`config.mk`:
```
export PLATFORM = sky130hd
export DESIGN_NAME = imem_loader
export DESIGN_NICKNAME = d
export VERILOG_FILES = /design/src/rtl/imem_loader_pkg.sv /design/src/rtl/loader_timeout.sv /design/src/rtl/imem_loader.sv
export SDC_FILE = /design/constraint.sdc
export NUM_CORES = 1
export LEC_CHECK = 0
export BUFFER_PORTS_ARGS = -buffer_cell sky130_fd_sc_hd__buf_4
export CAP_MARGIN = 10
export CORE_MARGIN = 5
export CORE_UTILIZATION = 40
export CTS_CLUSTER_DIAMETER = 50
export DETAILED_ROUTE_END_ITERATION = 10
export SETUP_SLACK_MARGIN = 0.05
export SYNTH_ARGS = -nofsm -noshare
export SYNTH_HDL_FRONTEND = slang
export SYNTH_SLANG_ARGS = --single-unit
```
`constraint.sdc`:
```
create_clock -name clk -period 2.9 [get_ports clk]
set_input_delay 0.87 -clock clk [delete_from_list [all_inputs] [get_ports clk]]
set_output_delay 0.87 -clock clk [all_outputs]
set_load 0.1 [all_outputs]
```
`src/rtl/imem_loader_pkg.sv`:
```
// Shared types and constants for the instruction-memory loader.
package imem_loader_pkg;

    // Frame parser states, in the order the frame fields arrive.
    typedef enum logic [2:0] {
        IDLE,
        AH,
        AL,
        LH,
        LL,
        DATA,
        CHK
    } state_t;

    // Default frame start marker.
    localparam logic [7:0] DEFAULT_SYNC_BYTE = 8'hA5;

    // Width of the LEN field in the frame header.
    localparam int unsigned LEN_WIDTH = 16;

    // Value the running byte sum must reach after the CHK byte.
    localparam logic [7:0] CHK_GOOD = 8'h00;

    // Running 8-bit checksum update.
    function automatic logic [7:0] chk_add(input logic [7:0] acc, input logic [7:0] b);
        return acc + b;
    endfunction

endpackage

```
`src/rtl/loader_timeout.sv`:
```
// Loadable down-counter with clear and a single-cycle expiry flag.
module loader_timeout #(
    parameter int unsigned WIDTH = 16
) (
    input  logic             clk,
    input  logic             rst,
    input  logic             load,
    input  logic [WIDTH-1:0] load_value,
    input  logic             clear,
    input  logic             enable,
    output logic             expired
);

    logic [WIDTH-1:0] count;

    // Flag in the last counting cycle so a registered consumer reacts exactly one cycle later.
    assign expired = enable && !load && (count == WIDTH'(1));

    // Reload on load, drop to zero on clear, otherwise count down while enabled.
    always_ff @(posedge clk) begin
        if (rst) begin
            count <= '0;
        end else if (load) begin
            count <= load_value;
        end else if (clear) begin
            count <= '0;
        end else if (enable && (count != '0)) begin
            count <= count - WIDTH'(1);
        end
    end

endmodule

```
`src/rtl/imem_loader.sv`:
```
// Framed byte-stream loader driving the instruction RAM write port.
module imem_loader
    import imem_loader_pkg::*;
#(
    parameter int unsigned ADDR_WIDTH = 16,
    parameter int unsigned DATA_WIDTH = 8,
    parameter logic [7:0]  SYNC_BYTE  = DEFAULT_SYNC_BYTE,
    parameter int unsigned TIMEOUT    = 50000
) (
    input  logic                  clk,
    input  logic                  rst,
    input  logic [7:0]            rx_data,
    input  logic                  rx_valid,
    output logic                  rx_ready,
    output logic [ADDR_WIDTH-1:0] w_addr,
    output logic [DATA_WIDTH-1:0] din,
    output logic                  w_en,
    output logic                  cpu_hold,
    output logic                  busy,
    output logic                  done,
    output logic                  err
);

    localparam int unsigned TIMER_WIDTH = $clog2(TIMEOUT + 1);

    state_t                state;
    state_t                state_next;
    logic                  accept;
    logic                  timed_out;
    logic                  write_next;
    logic                  done_next;
    logic                  err_next;
    logic [7:0]            addr_hi;
    logic [ADDR_WIDTH-1:0] addr;
    logic [7:0]            len_hi;
    logic [LEN_WIDTH-1:0]  remaining;
    logic [7:0]            chk_acc;
    logic [LEN_WIDTH-1:0]  frame_len;
    logic [7:0]            chk_sum;

    assign rx_ready  = !rst;
    assign accept    = rx_valid && rx_ready;
    assign busy      = (state != IDLE);
    assign frame_len = {len_hi, rx_data};
    assign chk_sum   = chk_add(chk_acc, rx_data);

    // Idle-gap watchdog: reloaded by every accepted byte, counts only inside a frame.
    loader_timeout #(
        .WIDTH(TIMER_WIDTH)
    ) u_timeout (
        .clk       (clk),
        .rst       (rst),
        .load      (accept),
        .load_value(TIMER_WIDTH'(TIMEOUT - 1)),
        .clear     (!busy),
        .enable    (busy),
        .expired   (timed_out)
    );

    // State register.
    always_ff @(posedge clk) begin
        if (rst) begin
            state <= IDLE;
        end else begin
            state <= state_next;
        end
    end

    // Next-state decode and the registered strobes it requests.
    always_comb begin
        state_next = state;
        write_next = 1'b0;
        done_next  = 1'b0;
        err_next   = 1'b0;
        if (timed_out) begin
            state_next = IDLE;
            err_next   = 1'b1;
        end else if (accept) begin
            case (state)
                IDLE: if (rx_data == SYNC_BYTE) state_next = AH;
                AH:   state_next = AL;
                AL:   state_next = LH;
                LH:   state_next = LL;
                LL:   state_next = (frame_len == '0) ? CHK : DATA;
                DATA: begin
                    write_next = 1'b1;
                    if (remaining == LEN_WIDTH'(1)) state_next = CHK;
                end
                CHK: begin
                    if (chk_sum == CHK_GOOD) done_next = 1'b1;
                    else                     err_next  = 1'b1;
                    state_next = IDLE;
                end
                default: state_next = IDLE;
            endcase
        end
    end

    // Frame fields, checksum, write port and status outputs.
    always_ff @(posedge clk) begin
        if (rst) begin
            addr_hi   <= '0;
            addr      <= '0;
            len_hi    <= '0;
            remaining <= '0;
            chk_acc   <= '0;
            w_addr    <= '0;
            din       <= '0;
            w_en      <= 1'b0;
            done      <= 1'b0;
            err       <= 1'b0;
            cpu_hold  <= 1'b0;
        end else begin
            w_en <= write_next;
            done <= done_next;
            err  <= err_next;
            if (accept) begin
                case (state)
                    IDLE: chk_acc <= '0;
                    AH: begin
                        addr_hi <= rx_data;
                        chk_acc <= chk_sum;
                    end
                    AL: begin
                        addr    <= ADDR_WIDTH'({addr_hi, rx_data});
                        chk_acc <= chk_sum;
                    end
                    LH: begin
                        len_hi  <= rx_data;
                        chk_acc <= chk_sum;
                    end
                    LL: begin
                        remaining <= frame_len;
                        chk_acc   <= chk_sum;
                    end
                    DATA: begin
                        w_addr    <= addr;
                        din       <= DATA_WIDTH'(rx_data);
                        addr      <= addr + ADDR_WIDTH'(1);
                        remaining <= remaining - LEN_WIDTH'(1);
                        chk_acc   <= chk_sum;
                    end
                    default: ;
                endcase
            end
            // A new frame start wins over the release that follows a done pulse.
            if (accept && (state == IDLE) && (rx_data == SYNC_BYTE)) begin
                cpu_hold <= 1'b1;
            end else if (done) begin
                cpu_hold <= 1'b0;
            end
        end
    end

endmodule

```
==> results_dict.tcl, run 1 <==
set metrics [dict create \
    synthAdderAreaFrac_pct 3.46 \
    grt_pass1_wl_um 22000 \
    timing.fmax_ghz 0.382 \
    regArea_mm2 0.00206 \
    clkLatencyLatePin_ns 0.35 \
    crit_slowest_cell "fa_1" \
    cts_buffers 9 \
    synth_fp_nets 660 \
    synth_edf_count 0 \
    synth_area_mm2 0.00492 \
    post-place-ws_ns -0.0817 \
    synthMuxAreaShare_pct 0 \
    start_util_pct 41.0 \
    die_x_um 121 \
    synthFlopType "dfxtp_1" \
    postPlaceCellArea_mm2 0.00543 \
    firstDrtPassIters 5 \
    layout-drive-gt1-share_pct 12.3 \
    synthDistinctLibCells 53 \
    nFillCells 1194 \
    core-area_mm2 0.0120 \
    port_buffers 40 \
    power.density_mw_per_mm2 476 \
    clockBufferDepth 2 \
    critPathLaunchType "input port" \
    io_pins 41 \
    syn_inst 636 \
    report.final.slew_viol_count 0 \
    peakVddDrop_mv 0.287 \
    wl_met2_um 5850 \
    slowest_delay_ns 0.40 \
    wl_met3_um 558 \
    routed_wirelength_um 13100 \
    final_area_mm2 0.00570 \
    final.setup.tns_ns 0 \
    startpoint "rx_data[0]" \
    yosys.area.top_type "dfxtp_1" \
    highest_layer "met4" \
    rrSetupSlack_ns 0.51 \
    grt_pass1_vias 4361 \
    final_util_pct 47.4 \
    endpoint_kind "flip-flop" \
    die-area_mm2 0.0146 \
    clock-root-buffer "clkbuf_16" \
    num_vias 4652 \
    hold_viol_final 0 \
    cts_tree "built" \
    drt_iter0_markers 363 \
    r2r-end "u_timeout.count[8]$_SDFFE_PP0P_" \
    synth_seq_cells 103 \
    synth-compound-area-share_pct 22.8 \
    wl_met1_um 6360 \
    worst_pin_slew_ns 0.651 \
    leakage_nw 2.08 \
    multi_input_area_mm2 0.00267 \
    crit_type "in -> reg" \
    layout_setup_ws_ns 0.284 \
    setup_viol 0 \
    holdBufCountCts 0 \
    gp_congestion 0.928 \
    area_delta_synth_final_pct 15.8 \
    grt.overflow.total 0 \
    synth_xor_area_share_pct 3.38 \
    r2r_cells 6 \
    grt_start_max_net_pins 51 \
    numClockSinks 103 \
    async_flop_share_pct 0 \
    hpwl_um 9120 \
    path_cells "buf_4, ha_1, fa_1, xor2_1, or3_1, nor4_1, a31oi_1, a41o_1" \
    rsz0062_at_grt "false" \
    synth-simple-area-share_pct 24.5 \
    layout_min_cycle_time_ns 2.62 \
    clk_pin_slew_ns 0.07 \
    worstPathMaxFanout 2 \
    post_cts_buffers 0 \
    hold_path.class "reg -> reg" \
    maxSlewHeadroom_pct 56.2 \
    num_antenna_cells 0 \
    status "completed" \
    routedWlPerCell_um 15.9 \
    max_cap_violations 0 \
    synth_top_family_by_area "simple AND/OR/NAND/NOR gates" \
    avgSynthCellArea_um2 7.74 \
    yosys.area.top_type_share_pct 41.9 \
    cp_data_required_time_ns 3.14 \
    yosysSeqAreaShare_pct 41.9 \
    drc 0 \
    crit_arrival_ns 2.86 \
    drt-vias-per-instance 5.67 \
    rr_startpoint "u_timeout.count[9]$_SDFFE_PP0P_" \
    antenna_found_initial 0 \
    crit_path_end "err$_SDFF_PP0_" \
    nets 694 \
    synth_warnings 0 \
    finalClockSkew_ns 0.0101 \
    cts_resized 0 \
    track_usage_pct 18.6 \
    fin_crit_sh_pct 90.2 \
    rows 40 \
    antenna_left 0 \
    ctsHtreeMaxLevel 3 \
    chipHeight_um 121 \
    synth.area.top_cells "dfxtp_1 (42%), nand2_1 (9.4%), o21ai_0 (7.9%)" \
    finalPower_w 0.00271 \
]
-- kinds of logic (layout without fill, tap and decap cells) --
family | count (synthesis) | count (layout)
simple gates | 268 | 268
compound gates | 184 | 184
flops | 103 | 103
buf+inv | 49 | 86
xor+xnor | 19 | 19
fa+ha+maj | 13 | 13
-- how the worst min path moves through the flow --
stage                                       start                      end  slack [ns]  cells after the start
after detailed placement   w_addr[9]$_SDFFE_PP0P_   w_addr[9]$_SDFFE_PP0P_        0.45                      2
after floorplan           addr_hi[0]$_SDFFE_PP0P_  addr_hi[0]$_SDFFE_PP0P_        0.43                      2
after CTS                  w_addr[9]$_SDFFE_PP0P_   w_addr[9]$_SDFFE_PP0P_        0.46                      2
after global placement        din[6]$_SDFFE_PP0P_      din[6]$_SDFFE_PP0P_        0.44                      2
after global routing      w_addr[13]$_SDFFE_PP0P_  w_addr[13]$_SDFFE_PP0P_        0.48                      2
final                      w_addr[9]$_SDFFE_PP0P_   w_addr[9]$_SDFFE_PP0P_        0.46                      2
-- cell usage in the layout, fill, tap and decap left out, types with 3 or more instances in the layout --
cell type / count
xor2_1: 10
clkinv_4: 3
a21oi_1: 39
nor2b_1: 3
a31oi_1: 7
o31ai_1: 7
nand2_1: 123
xnor2_1: 9
and3_1: 3
nor2_1: 62
or4_1: 5
nor3_1: 15
a22oi_1: 12
nand3_1: 13
and2_1: 5
inv_1: 10
ha_1: 12
or3_1: 6
nand4_1: 9
o32ai_1: 3
o21ai_0: 78
dfxtp_1: 103
clkbuf_16: 9
nor4_1: 12
a21o_1: 5
buf_4: 59
a211oi_1: 10
-- cell type report --
type	instances	area share, %
Timing Repair Buffer	60	8.12
Sequential cell	103	36.2
Tap cell	147	3.23
Clock buffer	10	4.19
Multi-Input combinational cell	484	46.9
Inverter	12	0.790
Clock inverter	4	0.593
-- layer usage --
| metal | GRT usage, % | vias up |
|---|---|---|
| met5 | 0 | - |
| met4 | 7.37 | 0 |
| met3 | 3.12 | 23 |
| met2 | 28.2 | 119 |
| met1 | 26.3 | 2179 |
| li1 | - | 2331 |
-- through the flow --
| stage | hold WS [ns] | cells |
|---|---|---|
| detailed placement | 0.452 | 806 |
| floorplan | 0.433 | 636 |
| CTS | 0.463 | 820 |
| global placement | 0.443 | 806 |
| global route | 0.477 | 820 |
| finish | 0.457 | 820 |
-- worst max-delay path: cells and delay by family --
kind,cells,cell delay [ns]
buf+inv,1,0.11
fa+ha+maj,2,0.61
simple gates,2,0.72
compound gates,2,0.37
xor+xnor,1,0.18
-- synthesized netlist by cell type, drive strengths merged, types with 2 or more instances --
library cell  instances
a211oi               10
a21o                  5
a21oi                39
a22o                  2
a22oi                12
a311oi                2
a31o                  2
a31oi                 7
and2                  5
and3                  3
buf                   2
clkbuf               35
dfxtp               103
ha                   12
inv                  11
nand2               123
nand2b                2
nand3                13
nand4                 9
nand4b                2
nor2                 62
nor2b                 3
nor3                 15
nor3b                 2
nor4                 12
nor4b                 3
o21ai                78
o22ai                 2
o2bb2ai               2
o31a                  3
o31ai                 8
o32ai                 3
o41ai                 2
or3                   7
or4                   6
xnor2                 9
xor2                 10
-- state kept, by name, indices dropped and copies added, names as in the netlist --
signal,count
u_timeout.count,16
len_hi,8
remaining,16
chk_acc,8
w_addr,16
state,3
din,8
addr_hi,8
done,1
err,1
cpu_hold,1
addr,16
w_en,1
-- where the power goes --
group	switching [W]	internal (W)
clock	0.000537	0.000601
combinational	0.0000988	0.0000468
sequential	0.00000754	0.00142
total	0.000643	0.00207
Note: power is estimated with default switching activity, not from simulation.
==> run 2: changes to the inputs <==
--- a/config.mk
+++ b/config.mk
@@ -11,6 +11,7 @@
 export CORE_UTILIZATION = 40
 export CTS_CLUSTER_DIAMETER = 50
 export DETAILED_ROUTE_END_ITERATION = 10
+export PLACE_DENSITY = 0.56
 export SETUP_SLACK_MARGIN = 0.05
 export SYNTH_ARGS = -nofsm -noshare
 export SYNTH_HDL_FRONTEND = slang
==> constraint.sdc (replaced) <==
create_clock -name clk -period 2.9 [get_ports clk]
set_input_delay 0.87 -clock clk [delete_from_list [all_inputs] [get_ports clk]]
set_output_delay 0.87 -clock clk [all_outputs]
set_load 0.02 [all_outputs]
==> run 2 against run 1 <==
Against the previous run:
- utilization is 0.75 points higher
- maximum frequency is 1.5% higher
- routed wire length is 0.88% higher
- count of clock-buffer cells in the layout stayed put
- largest power group unchanged
- highest routed layer unchanged
==> results_dict.tcl, run 2 (synthesized netlist as in run 1, its figures left out) <==
set metrics [dict create \
    status "completed" \
    hold_viol_final 0 \
    core-area_mm2 0.0120 \
    slowest_delay_ns 0.40 \
    final_cells 825 \
    final_common_cell "nand2_1" \
    die_x_um 121 \
    layout_min_cycle_time_ns 2.58 \
    path_cells "buf_4, ha_1, fa_1, xor2_1, or3_1, nor4_1, a31oi_1, a41o_1" \
    drc 0 \
    setup_viol 0 \
    power.density_mw_per_mm2 513 \
    grt_start_max_net_pins 52 \
    cts_resized 0 \
    antenna_left 0 \
    clock-root-buffer "clkbuf_16" \
    cp_data_required_time_ns 3.15 \
    cts_tree "built" \
    crit_type "in -> reg" \
    io_pins 41 \
    port_buffers 40 \
    antenna_found_initial 0 \
    placed_cells 810 \
    firstDrtPassIters 4 \
    rows 40 \
    num_vias 4582 \
    finalPower_w 0.00297 \
    rsz0062_at_grt "false" \
    chipHeight_um 121 \
    max_cap_violations 0 \
    pwr-share-clk_pct 47.2 \
    grt.overflow.total 0 \
    maxSlewHeadroom_pct 60.8 \
    p_int_w 0.00233 \
    nets 698 \
    hpwl_um 9280 \
    routedWlPerCell_um 16.0 \
    fin_crit_sh_pct 88.9 \
    die-area_mm2 0.0146 \
    report.final.slew_viol_count 0 \
    endpoint_kind "flip-flop" \
    power_frac_comb_pct 4.7 \
    num_antenna_cells 0 \
    final_util_pct 48.2 \
    p_sw_w 0.000637 \
    clockBufferDepth 2 \
    grt_pass1_vias 4400 \
    start_util_pct 41.0 \
    grt_pass1_wl_um 22500 \
    crit_slowest_cell "fa_1" \
    clk_pin_slew_ns 0.07 \
    gp_congestion 0.926 \
    peakVddDrop_mv 0.300 \
    worst_pin_slew_ns 0.583 \
    holdBufCountCts 0 \
    hold_path.class "reg -> reg" \
    power_frac_seq_pct 48.1 \
    routed_wirelength_um 13200 \
    leakage_nw 2.13 \
    layout_common_cells "nand2_1 (123), dfxtp_1 (103), o21ai_0 (78)" \
    layout-drive-gt1-share_pct 13.0 \
    numClockSinks 103 \
    post_cts_buffers 0 \
    area_delta_synth_final_pct 17.7 \
    finalClockSkew_ns 0.00764 \
    worstPathMaxFanout 2 \
    drt-vias-per-instance 5.55 \
    cts_buffers 9 \
    ctsHtreeMaxLevel 3 \
    crit_arrival_ns 2.82 \
    drt_iter0_markers 268 \
    hold_ws_ns 0.455 \
    clkLatencyLatePin_ns 0.35 \
    postPlaceCellArea_mm2 0.00544 \
    track_usage_pct 19.2 \
    critPathLaunchType "input port" \
    timing.fmax_ghz 0.388 \
    swShare_pct 21.5 \
    final_area_mm2 0.00579 \
]
## run 2: per-layer routing
metal | vias to the layer above | global-route usage [%] | share of wire [%]
li1 | 2338 | - | -
met2 | 84 | 29.9 | 47
met1 | 2146 | 26.5 | 47
met5 | - | 0 | 0
met3 | 14 | 3.78 | 4.5
met4 | 0 | 6.66 | 1.6
## run 2: power by group through the flow
stage          clock [W]  sequential (W)  combinational [W]
2_1_floorplan          0         0.00146          0.0000836
3_3_place_gp           0         0.00146           0.000139
3_5_place_dp           0         0.00146           0.000141
4_1_cts          0.00144         0.00143           0.000142
5_1_grt          0.00150         0.00143           0.000156
6_report         0.00140         0.00143           0.000140
## run 2: worst paths after layout
kind,slack (ns),end,cells past startpoint,start
setup / recovery,0.32,err$_SDFF_PP0_,8,rx_data[0]
hold reg to reg,0.45,w_addr[7]$_SDFFE_PP0P_,2,w_addr[7]$_SDFFE_PP0P_
setup reg to reg,0.52,u_timeout.count[8]$_SDFFE_PP0P_,6,u_timeout.count[9]$_SDFFE_PP0P_
hold / removal,0.45,w_addr[7]$_SDFFE_PP0P_,2,w_addr[7]$_SDFFE_PP0P_
## run 2: final cells by class
cell class	count	area (um2)
fill	1188	6220
clock inverter	5	106
inverter	12	45.0
sequential	103	2060
multi-input combinational	484	2670
tap	147	184
clock buffer	10	239
timing repair buffer	64	480
## run 2: through the flow
stage	setup TNS, ns	setup slack (ns)
CTS	0	0.314
floorplan	0	0.231
finish	0	0.322
global route	0	0.176
global placement	-0.0425	-0.0425
detailed placement	-0.0590	-0.0590
## run 2: critical path: cells and delay by family
kind	cells	cell delay (ns)
simple gates	2	0.68
buf+inv	1	0.12
compound gates	2	0.36
xor+xnor	1	0.18
fa+ha+maj	2	0.61
==> run 3: changes to the inputs <==
--- a/config.mk
+++ b/config.mk
@@ -12,6 +12,7 @@
 export CTS_CLUSTER_DIAMETER = 50
 export DETAILED_ROUTE_END_ITERATION = 10
 export PLACE_DENSITY = 0.56
+export RECOVER_POWER = 100
 export SETUP_SLACK_MARGIN = 0.05
 export SYNTH_ARGS = -nofsm -noshare
 export SYNTH_HDL_FRONTEND = slang
==> run 3 against run 2 <==
Against the previous run:
- die area unchanged
- critical path depth unchanged
- final cell count unchanged
- register-to-register slack worse by 0.22 ns
- largest power group unchanged
- highest routed layer unchanged
- cell area is 3.0% lower
==> results_dict.tcl, run 3 (synthesized netlist as in run 1, its figures left out) <==
set metrics [dict create \
    peakVddDrop_mv 0.299 \
    ctsHtreeMaxLevel 3 \
    layout_common_cells "nand2_1 (123), dfxtp_1 (103), o21ai_0 (78)" \
    p_sw_w 0.000637 \
    final_common_cell "nand2_1" \
    hold_path.class "reg -> reg" \
    antenna_left 0 \
    drt-vias-per-instance 5.56 \
    layout-drive-gt1-share_pct 7.08 \
    crit_arrival_ns 2.83 \
    maxSlewHeadroom_pct 47.4 \
    slowest_delay_ns 0.61 \
    routedWlPerCell_um 16.1 \
    worst_pin_slew_ns 0.789 \
    area_delta_synth_final_pct 14.2 \
    path_cells "clkbuf_2, nand2_1, clkbuf_1, a21oi_1, clkbuf_1, o21ai_0, a21oi_1, nor2_1" \
    layout_min_cycle_time_ns 2.60 \
    routed_wirelength_um 13200 \
    crit_type "in -> reg" \
    clock-root-buffer "clkbuf_16" \
    numClockSinks 103 \
    drt_iter0_markers 255 \
    cts_buffers 9 \
    critPathTopFamily "buffers and inverters" \
    placed_cells 810 \
    pwr-share-clk_pct 47.3 \
    fin_crit_sh_pct 89.8 \
    die_x_um 121 \
    nets 698 \
    power_frac_seq_pct 48.2 \
    max_cap_violations 0 \
    setup_viol 0 \
    power.density_mw_per_mm2 528 \
    hpwl_um 9280 \
    grt.overflow.total 0 \
    rows 40 \
    num_vias 4589 \
    worstPathMaxFanout 18 \
    final_cells 825 \
    drc 0 \
    clkLatencyLatePin_ns 0.35 \
    hold_ws_ns 0.454 \
    chipHeight_um 121 \
    finalClockSkew_ns 0.00866 \
    num_antenna_cells 0 \
    critPathLaunchType "input port" \
    rsz0062_at_grt "false" \
    cts_tree "built" \
    port_buffers 40 \
    start_util_pct 41.0 \
    gp_congestion 0.926 \
    clockBufferDepth 2 \
    status "completed" \
    p_int_w 0.00233 \
    cts_resized 0 \
    core-area_mm2 0.0120 \
    antenna_found_initial 0 \
    grt_pass1_wl_um 22500 \
    grt_pass1_vias 4400 \
    io_pins 41 \
    holdBufCountCts 0 \
    grt_start_max_net_pins 52 \
    timing.fmax_ghz 0.384 \
    cp_data_required_time_ns 3.13 \
    final_util_pct 46.8 \
    swShare_pct 21.5 \
    hold_viol_final 0 \
    die-area_mm2 0.0146 \
    leakage_nw 1.96 \
    report.final.slew_viol_count 0 \
    crit_slowest_cell "clkbuf_1" \
    endpoint_kind "flip-flop" \
    power_frac_comb_pct 4.6 \
    post_cts_buffers 0 \
    crit_buf_inv 3 \
    track_usage_pct 19.2 \
    clk_pin_slew_ns 0.07 \
    firstDrtPassIters 4 \
]
==> run 3: cell types whose count changed in the layout (fill, tap and decap cells not counted), sizes merged <==
cell    change
buf        -42
clkbuf     +42
==> run 3: stage by stage <==
step                setup TNS [ns]  total power, W  setup slack, ns  cell area, um2
finish                           0         0.00296            0.295            5620
detailed placement         -0.0590         0.00160          -0.0590            5440
floorplan                        0         0.00154            0.231            4920
global placement           -0.0425         0.00160          -0.0425            5440
CTS                              0         0.00301            0.314            5790
global route                     0         0.00308           0.0949            5620
==> run 3: worst paths after layout <==
path | startpoint | to | slack, ns | cells past startpoint
setup reg to reg | u_timeout.count[9]$_SDFFE_PP0P_ | u_timeout.count[8]$_SDFFE_PP0P_ | 0.30 | 6
setup / recovery | rx_valid | addr[2]$_SDFFE_PP0P_ | 0.30 | 8
hold reg to reg | w_addr[7]$_SDFFE_PP0P_ | w_addr[7]$_SDFFE_PP0P_ | 0.45 | 2
hold / removal | w_addr[7]$_SDFFE_PP0P_ | w_addr[7]$_SDFFE_PP0P_ | 0.45 | 2
==> run 3: area by class of cell <==
| class | count | area [um2] |
|---|---|---|
| repair buffers | 64 | 328 |
| clock buffers | 10 | 239 |
| well taps | 147 | 184 |
| inverters | 12 | 45.0 |
| clock inverters | 5 | 106 |
| multi-input cells | 484 | 2650 |
| flip-flops and latches | 103 | 2060 |
| fillers | 1240 | 6390 |
==> run 3: layer usage <==
layer	GRT usage (%)	wire length (um)	vias up
met3	3.78	499	20
met5	0	0	-
met4	6.66	255	0
met2	29.9	6110	90
li1	-	-	2335
met1	26.5	6380	2144
==> run 3: worst reg2reg max path: cells and delay by family, from the launching register on <==
family | cells | cell delay [ns]
flops | 1 | 0.35
compound gates | 2 | 0.94
simple gates | 4 | 1.17
==> run 3: power by group through the flow <==
stage	clock network (W)	registers, W	logic [W]
floorplan	0	0.00146	0.0000836
global placement	0	0.00146	0.000139
detailed placement	0	0.00146	0.000141
CTS	0.00144	0.00143	0.000142
global route	0.00150	0.00143	0.000150
finish	0.00140	0.00143	0.000135
